**src/rtl/mul_seq_unit.sv**
```systemverilog
// ---------------------------------------------------------------------------
// mul_seq_unit
//
// Iterative radix-2 shift-add multiplier for the multi-cycle ARM core.
// Computes MUL, UMULL and SMULL (optionally MLA/UMLAL/SMLAL) over WIDTH-bit
// operands, producing a 2*WIDTH-bit product plus {N,Z} flags.
//
// Optional feature macro: MUL_ACCUM_EN
//   defined   -> acc port present; op[2]=1 adds acc to the product in FIX.
//   undefined -> no acc port, no accumulate adder; op[2] is ignored.
//   Timing is the same in both builds.
//
// Ports
//   clk        in   1        rising-edge clock
//   reset      in   1        synchronous, active-low reset
//   start      in   1        operation request, sampled only in IDLE
//   op         in   3        [1:0] 00 MUL, 01 UMULL, 10 SMULL, 11 as UMULL;
//                            [2] accumulate
//   a          in   WIDTH    multiplicand (Rn)
//   b          in   WIDTH    multiplier (Rm)
//   acc        in   2*WIDTH  accumulate addend {RdHi,RdLo} (MUL_ACCUM_EN only)
//   busy       out  1        high while an operation is in flight
//   done       out  1        one-cycle pulse when results are valid
//   result_lo  out  WIDTH    product bits [WIDTH-1:0]
//   result_hi  out  WIDTH    product bits [2*WIDTH-1:WIDTH]; 0 for MUL
//   flags      out  2        {N,Z} of the result
//
// Latency: start accepted at edge E0 -> done high in the cycle after
// edge E0+WIDTH+1 (WIDTH+2 cycles); next start accepted no earlier than
// the first cycle back in IDLE.
// ---------------------------------------------------------------------------
module mul_seq_unit #(
    parameter int WIDTH = 32
) (
    input  logic                 clk,
    input  logic                 reset,
    input  logic                 start,
    input  logic [2:0]           op,
    input  logic [WIDTH-1:0]     a,
    input  logic [WIDTH-1:0]     b,
`ifdef MUL_ACCUM_EN
    input  logic [2*WIDTH-1:0]   acc,
`endif
    output logic                 busy,
    output logic                 done,
    output logic [WIDTH-1:0]     result_lo,
    output logic [WIDTH-1:0]     result_hi,
    output logic [1:0]           flags
);

    localparam int PW = 2 * WIDTH;
    localparam int CW = $clog2(WIDTH + 1);

    typedef enum logic [1:0] {
        S_IDLE = 2'd0,
        S_CALC = 2'd1,
        S_FIX  = 2'd2,
        S_DONE = 2'd3
    } state_t;

    // FSM and handshake registers
    state_t          state_r;
    state_t          state_s;
    logic            busy_r;
    logic            busy_s;
    logic            done_r;
    logic            done_s;

    // Datapath registers
    logic [1:0]      op_r;
    logic            sign_r;
    logic [PW-1:0]   mcand_r;
    logic [WIDTH-1:0] mplier_r;
    logic [PW-1:0]   prod_r;
    logic [CW-1:0]   count_r;
    logic [WIDTH-1:0] result_lo_r;
    logic [WIDTH-1:0] result_hi_r;
    logic [1:0]      flags_r;

    // Operand conditioning
    logic            smull_s;
    logic [WIDTH-1:0] mag_a_s;
    logic [WIDTH-1:0] mag_b_s;

    // FIX-stage combinational results
    logic [PW-1:0]   prod_fix_s;
    logic [PW-1:0]   sum_s;
    logic [WIDTH-1:0] fix_lo_s;
    logic [WIDTH-1:0] fix_hi_s;
    logic [1:0]      fix_flags_s;

`ifdef MUL_ACCUM_EN
    logic            accum_r;
    logic [PW-1:0]   acc_r;
`else
    // op[2] has no function without the accumulate adder.
    logic            op_unused_s;
    assign op_unused_s = op[2];
`endif

    assign busy      = busy_r;
    assign done      = done_r;
    assign result_lo = result_lo_r;
    assign result_hi = result_hi_r;
    assign flags     = flags_r;

    // Operand magnitudes: SMULL works on |a|*|b| as unsigned WIDTH-bit
    // values, so -2^(W-1) maps to 2^(W-1) without overflow.
    always_comb begin
        smull_s = (op[1:0] == 2'b10);
        if (smull_s && a[WIDTH-1]) begin
            mag_a_s = {WIDTH{1'b0}} - a;
        end else begin
            mag_a_s = a;
        end
        if (smull_s && b[WIDTH-1]) begin
            mag_b_s = {WIDTH{1'b0}} - b;
        end else begin
            mag_b_s = b;
        end
    end

    // Next-state and next-handshake logic; busy/done are registered copies.
    always_comb begin
        state_s = state_r;
        busy_s  = 1'b0;
        done_s  = 1'b0;
        case (state_r)
            S_IDLE: begin
                if (start) begin
                    state_s = S_CALC;
                    busy_s  = 1'b1;
                end else begin
                    state_s = S_IDLE;
                    busy_s  = 1'b0;
                end
            end
            S_CALC: begin
                busy_s = 1'b1;
                if (count_r == CW'(1)) begin
                    state_s = S_FIX;
                end else begin
                    state_s = S_CALC;
                end
            end
            S_FIX: begin
                state_s = S_DONE;
                done_s  = 1'b1;
            end
            S_DONE: begin
                state_s = S_IDLE;
            end
            default: begin
                state_s = S_IDLE;
            end
        endcase
    end

    // State register with handshake outputs.
    always_ff @(posedge clk) begin
        if (!reset) begin
            state_r <= S_IDLE;
            busy_r  <= 1'b0;
            done_r  <= 1'b0;
        end else begin
            state_r <= state_s;
            busy_r  <= busy_s;
            done_r  <= done_s;
        end
    end

    // FIX stage: restore sign, optionally accumulate, format and flag.
    always_comb begin
        if (sign_r) begin
            prod_fix_s = {PW{1'b0}} - prod_r;
        end else begin
            prod_fix_s = prod_r;
        end
`ifdef MUL_ACCUM_EN
        if (accum_r) begin
            sum_s = prod_fix_s + acc_r;
        end else begin
            sum_s = prod_fix_s;
        end
`else
        sum_s = prod_fix_s;
`endif
        if (op_r == 2'b00) begin
            // MUL keeps only the low word; flags come from that word alone.
            fix_lo_s    = sum_s[WIDTH-1:0];
            fix_hi_s    = {WIDTH{1'b0}};
            fix_flags_s = {sum_s[WIDTH-1], (sum_s[WIDTH-1:0] == {WIDTH{1'b0}})};
        end else begin
            fix_lo_s    = sum_s[WIDTH-1:0];
            fix_hi_s    = sum_s[PW-1:WIDTH];
            fix_flags_s = {sum_s[PW-1], (sum_s == {PW{1'b0}})};
        end
    end

    // Datapath: operand capture, shift-add iteration and result registers.
    always_ff @(posedge clk) begin
        if (!reset) begin
            op_r        <= 2'b00;
            sign_r      <= 1'b0;
            mcand_r     <= {PW{1'b0}};
            mplier_r    <= {WIDTH{1'b0}};
            prod_r      <= {PW{1'b0}};
            count_r     <= {CW{1'b0}};
            result_lo_r <= {WIDTH{1'b0}};
            result_hi_r <= {WIDTH{1'b0}};
            flags_r     <= 2'b00;
`ifdef MUL_ACCUM_EN
            accum_r     <= 1'b0;
            acc_r       <= {PW{1'b0}};
`endif
        end else begin
            case (state_r)
                S_IDLE: begin
                    if (start) begin
                        op_r     <= op[1:0];
                        sign_r   <= smull_s & (a[WIDTH-1] ^ b[WIDTH-1]);
                        mcand_r  <= {{WIDTH{1'b0}}, mag_a_s};
                        mplier_r <= mag_b_s;
                        prod_r   <= {PW{1'b0}};
                        count_r  <= CW'(WIDTH);
`ifdef MUL_ACCUM_EN
                        accum_r  <= op[2];
                        acc_r    <= acc;
`endif
                    end
                end
                S_CALC: begin
                    // mcand_r is pre-shifted so it always sits at the
                    // weight of the multiplier bit currently in mplier_r[0].
                    if (mplier_r[0]) begin
                        prod_r <= prod_r + mcand_r;
                    end
                    mcand_r  <= mcand_r << 1;
                    mplier_r <= mplier_r >> 1;
                    count_r  <= count_r - CW'(1);
                end
                S_FIX: begin
                    result_lo_r <= fix_lo_s;
                    result_hi_r <= fix_hi_s;
                    flags_r     <= fix_flags_s;
                end
                default: begin
                end
            endcase
        end
    end

endmodule

```
**config.mk**
```make
export PLATFORM = sky130hd
export DESIGN_NAME = mul_seq_unit
export DESIGN_NICKNAME = d
export VERILOG_FILES = /design/src/rtl/mul_seq_unit.sv
export SDC_FILE = /design/constraint.sdc
export NUM_CORES = 1
export LEC_CHECK = 0
export ABC_CLOCK_PERIOD_IN_PS = 11050
export BUFFER_PORTS_ARGS = -buffer_cell sky130_fd_sc_hd__buf_4
export CAP_MARGIN = 20
export CORE_ASPECT_RATIO = 2
export CORE_MARGIN = 4
export CORE_UTILIZATION = 47
export DETAILED_ROUTE_END_ITERATION = 6
export PLACE_DENSITY = 0.69
export SYNTH_ARGS = -nofsm -noshare
export SYNTH_HDL_FRONTEND = slang
export SYNTH_SLANG_ARGS = --single-unit
```
**constraint.sdc**
```tcl
create_clock -name clk -period 11.05 [get_ports clk]
set_clock_uncertainty 0.05 [all_clocks]
set_input_delay 2.7625 -clock clk [delete_from_list [all_inputs] [get_ports clk]]
set_output_delay 2.7625 -clock clk [all_outputs]
set_load 0.05 [all_outputs]
```
==> flow_metrics.env <==
export IMPL_synthTopCellsByArea="dfxtp_1 (31%), a21oi_1 (6.9%), nand2_1 (5.8%), ha_1 (5.7%), xor2_1 (5.5%)"
export IMPL_start_kind="input pin"
export IMPL_cts_buffers=24
export IMPL_vias=14900
export IMPL_io_pins=138
export IMPL_core_area_sq_um=32100
export IMPL_hpwl_um=36500
export IMPL_pwr_share_clk_pct=40.0
export IMPL_synth_avg_cell_area_sq_um=7.66
export IMPL_finalCritPeriodShare_pct=48.1
export IMPL_grt_pass1_wl_um=75900
export IMPL_clk_latency_ns=0.53
export IMPL_worstPathArrival_ns=5.72
export IMPL_cts_num_sinks=239
export IMPL_die_w_um=135
export IMPL_synth_top_family_by_area="compound AO/OA/AOI/OAI gates"
export IMPL_worst_ep_required_time_ns=11.46
export IMPL_slew_headroom_pct=27.7
export IMPL_wl_per_cell_um=19.3
export IMPL_muxShareOfSynthArea_pct=0.476
export IMPL_max_freq_mhz=188
export IMPL_rows=93
export IMPL_area_delta_synth_final_pct=12.9
export IMPL_final_max_slew_viol_count=0
export IMPL_cts_hold_buf=0
export IMPL_yosysWarnings=0
export IMPL_status="finished, final reports clean"
export IMPL_r2r_slack_ns=5.90
export IMPL_clockBufferDepth=3
export IMPL_holdCritStartpoint="result_lo[0]"
export IMPL_yosys_area_top_type="dfxtp_1"
export IMPL_globalRouteOverflowTotal=0
export IMPL_leakagePower_nw=7.01
export IMPL_synth_seq_area_share_pct=31.4
export IMPL_num_antenna_cells=0
export IMPL_sequentialPowerShare_pct=46.1
export IMPL_finish_utilization_pct=53.6
export IMPL_netlist_area_sq_um=15200
export IMPL_worstSetupPathType="input pin to register"
export IMPL_min_to="result_lo[0]"
export IMPL_combPwrFrac_pct=13.9
export IMPL_hold_path_class="register to register"
export IMPL_cts_root_buf="clkbuf_16"
export IMPL_cts_tree="done"
export IMPL_remaining_drc_errors=0
export IMPL_path_clk_slew_ns=0.06
export IMPL_internal_power_mw=1.42
export IMPL_synth_nets=2129
export IMPL_synth_compound_area_share_pct=27.1
export IMPL_p_sw_share_pct=28.3
export IMPL_synth_edff_count=0
export IMPL_synth_common_cells="dfxtp_1 (239), nand2_1 (235), nor2_1 (217)"
export IMPL_die_area_sq_um=35500
export IMPL_switching_power_uw=559
export IMPL_drt_pass1_iterations=6
export IMPL_period_minus_slack_ns=5.32
export IMPL_yosys_area_share_simple_pct=21.1
export IMPL_cp_max_fo=5
export IMPL_die_h_um=263
export IMPL_routed_wl_um=47900
export IMPL_synth_top_cell_area_share_pct=31.4
export IMPL_port_buffers=136
export IMPL_cts_max_level=1
export IMPL_start_util_pct=47.4
export IMPL_rsz0062_at_grt="false"
export IMPL_gp_congestion=0.962
export IMPL_synthXorXnorAreaFrac_pct=10.0
export IMPL_final_nets=2174
export IMPL_synth_cell_type_count=76
export IMPL_ys_ff_latch=239
export IMPL_grt_pass1_vias=14600
export IMPL_max_slew_worst_pin_slew_ns=1.08
export IMPL_drive_gt1_share_pct=11.2
export IMPL_ys_async_sr_fraction_pct=0
export IMPL_synth_cells=1989
export IMPL_cts_setup_buffers=0
export IMPL_cts_resized=0
export IMPL_ys_flop_type="dfxtp_1"
export IMPL_crit_reg2reg_launch="prod_r[1]"
export IMPL_grt_total_usage_pct=26.3
export IMPL_synthAdderAreaFrac_pct=5.80
export IMPL_power_density_nw_per_um2=115
export IMPL_fin_setup_tns_ns=0
export IMPL_finalHoldViolations=0
export IMPL_ant_nets=0
export IMPL_max_vdd_ir_drop_mv=0.111
export IMPL_worstHoldPathCells=2
export IMPL_antenna_found_initial=0
export IMPL_vias_per_cell=6.00
export IMPL_grt_max_degree=82
export IMPL_drt_initial_drc_count=770
export IMPL_r2r_end="flags[0]"
export IMPL_cap_violations=0
export IMPL_reg2reg_depth=12
export IMPL_finalSetupViolations=0
export IMPL_yosysMostFrequentCell="dfxtp_1"
export IMPL_crit_path_end_kind="register"
-- area by class of cell --
class / count / area, sq um
fill: 3205 / 14900
clock inverter: 11 / 70.1
multi-input combinational: 1587 / 9860
inverter: 28 / 110
timing repair buffer: 154 / 1160
clock buffer: 32 / 682
tap: 427 / 534
sequential: 239 / 4790
-- worst max-delay path by stage --
| stage | cells past startpoint | end | slack [ns] | start |
|---|---|---|---|---|
| 4_1_cts | 11 | mcand_r[29] | 5.71 | a[5] |
| 3_5_place_dp | 11 | mcand_r[29] | 5.17 | a[5] |
| 3_3_place_gp | 11 | mcand_r[29] | 5.20 | a[3] |
| 6_report | 11 | mcand_r[29] | 5.73 | a[3] |
| 5_1_grt | 11 | mcand_r[29] | 5.39 | a[3] |
| 2_1_floorplan | 10 | mcand_r[29] | 5.90 | a[5] |
-- critical path: stages --
cell,delay [ns]
buf_4,0.13
nor4_1,0.67
nand3_1,0.24
or3_1,0.47
nor2_1,0.20
nand2_1,0.11
or4_1,0.49
o31ai_1,0.28
xnor2_1,0.16
nand2_1,0.07
a21oi_1,0.15
-- per-stage QoR --
step	cells	worst slack (ns)	hold slack [ns]	power (mW)	area [sq um]
2_1_floorplan	1989	5.90	0.393	1.12	15200
3_3_place_gp	2435	5.20	0.401	1.20	16400
3_5_place_dp	2435	5.17	0.401	1.21	16400
4_1_cts	2478	5.71	0.410	1.99	17200
5_1_grt	2478	5.39	0.439	2.06	17200
6_report	2478	5.73	0.408	1.98	17200
-- cell usage in the layout, fill, tap and decap left out, types with 28 or more instances in the layout --
cell type    n
xnor2_1     79
nor3_1      28
buf_4      154
o21ai_0    110
a21oi_1    210
a211oi_1    34
xor2_1      95
nand2_1    235
nand3_1     65
ha_1        69
a22oi_1    102
dfxtp_1    238
nor2_1     215
a21o_1      39
-- sequential cells by signal (all words and copies together) (netlist names), named ones only --
signal / cells
result_lo: 32
result_hi: 32
mplier_r: 32
flags: 2
busy: 1
done: 1
mcand_r: 64
sign_r: 1
prod_r: 64
state_r: 1
count_r: 6
op_r: 2
-- kinds of logic after synthesis --
family / Yosys count
AOI/OAI and AO/OA: 638
xor gates and xnor gates: 174
adders and majority gates: 70
buffers and inverters: 163
DFF: 239
muxes: 7
and+or+nand+nor: 698
-- power by group through the flow --
stage               clock network (mW)  logic (mW)  registers [mW]
global route                     0.839       0.305           0.916
CTS                              0.806       0.276           0.912
global placement                     0       0.271           0.931
finish                           0.791       0.275           0.913
detailed placement                   0       0.275           0.931
floorplan                            0       0.181           0.934
-- metal layers --
layer	global-route usage (%)	vias to the layer above	wire (um)
met5	0	-	0
met4	18.0	0	3820
met3	2.49	156	1560
met2	50.6	406	26200
met1	25.5	7005	16300
li1	-	7290	-
(Power assumes the default switching activity.)
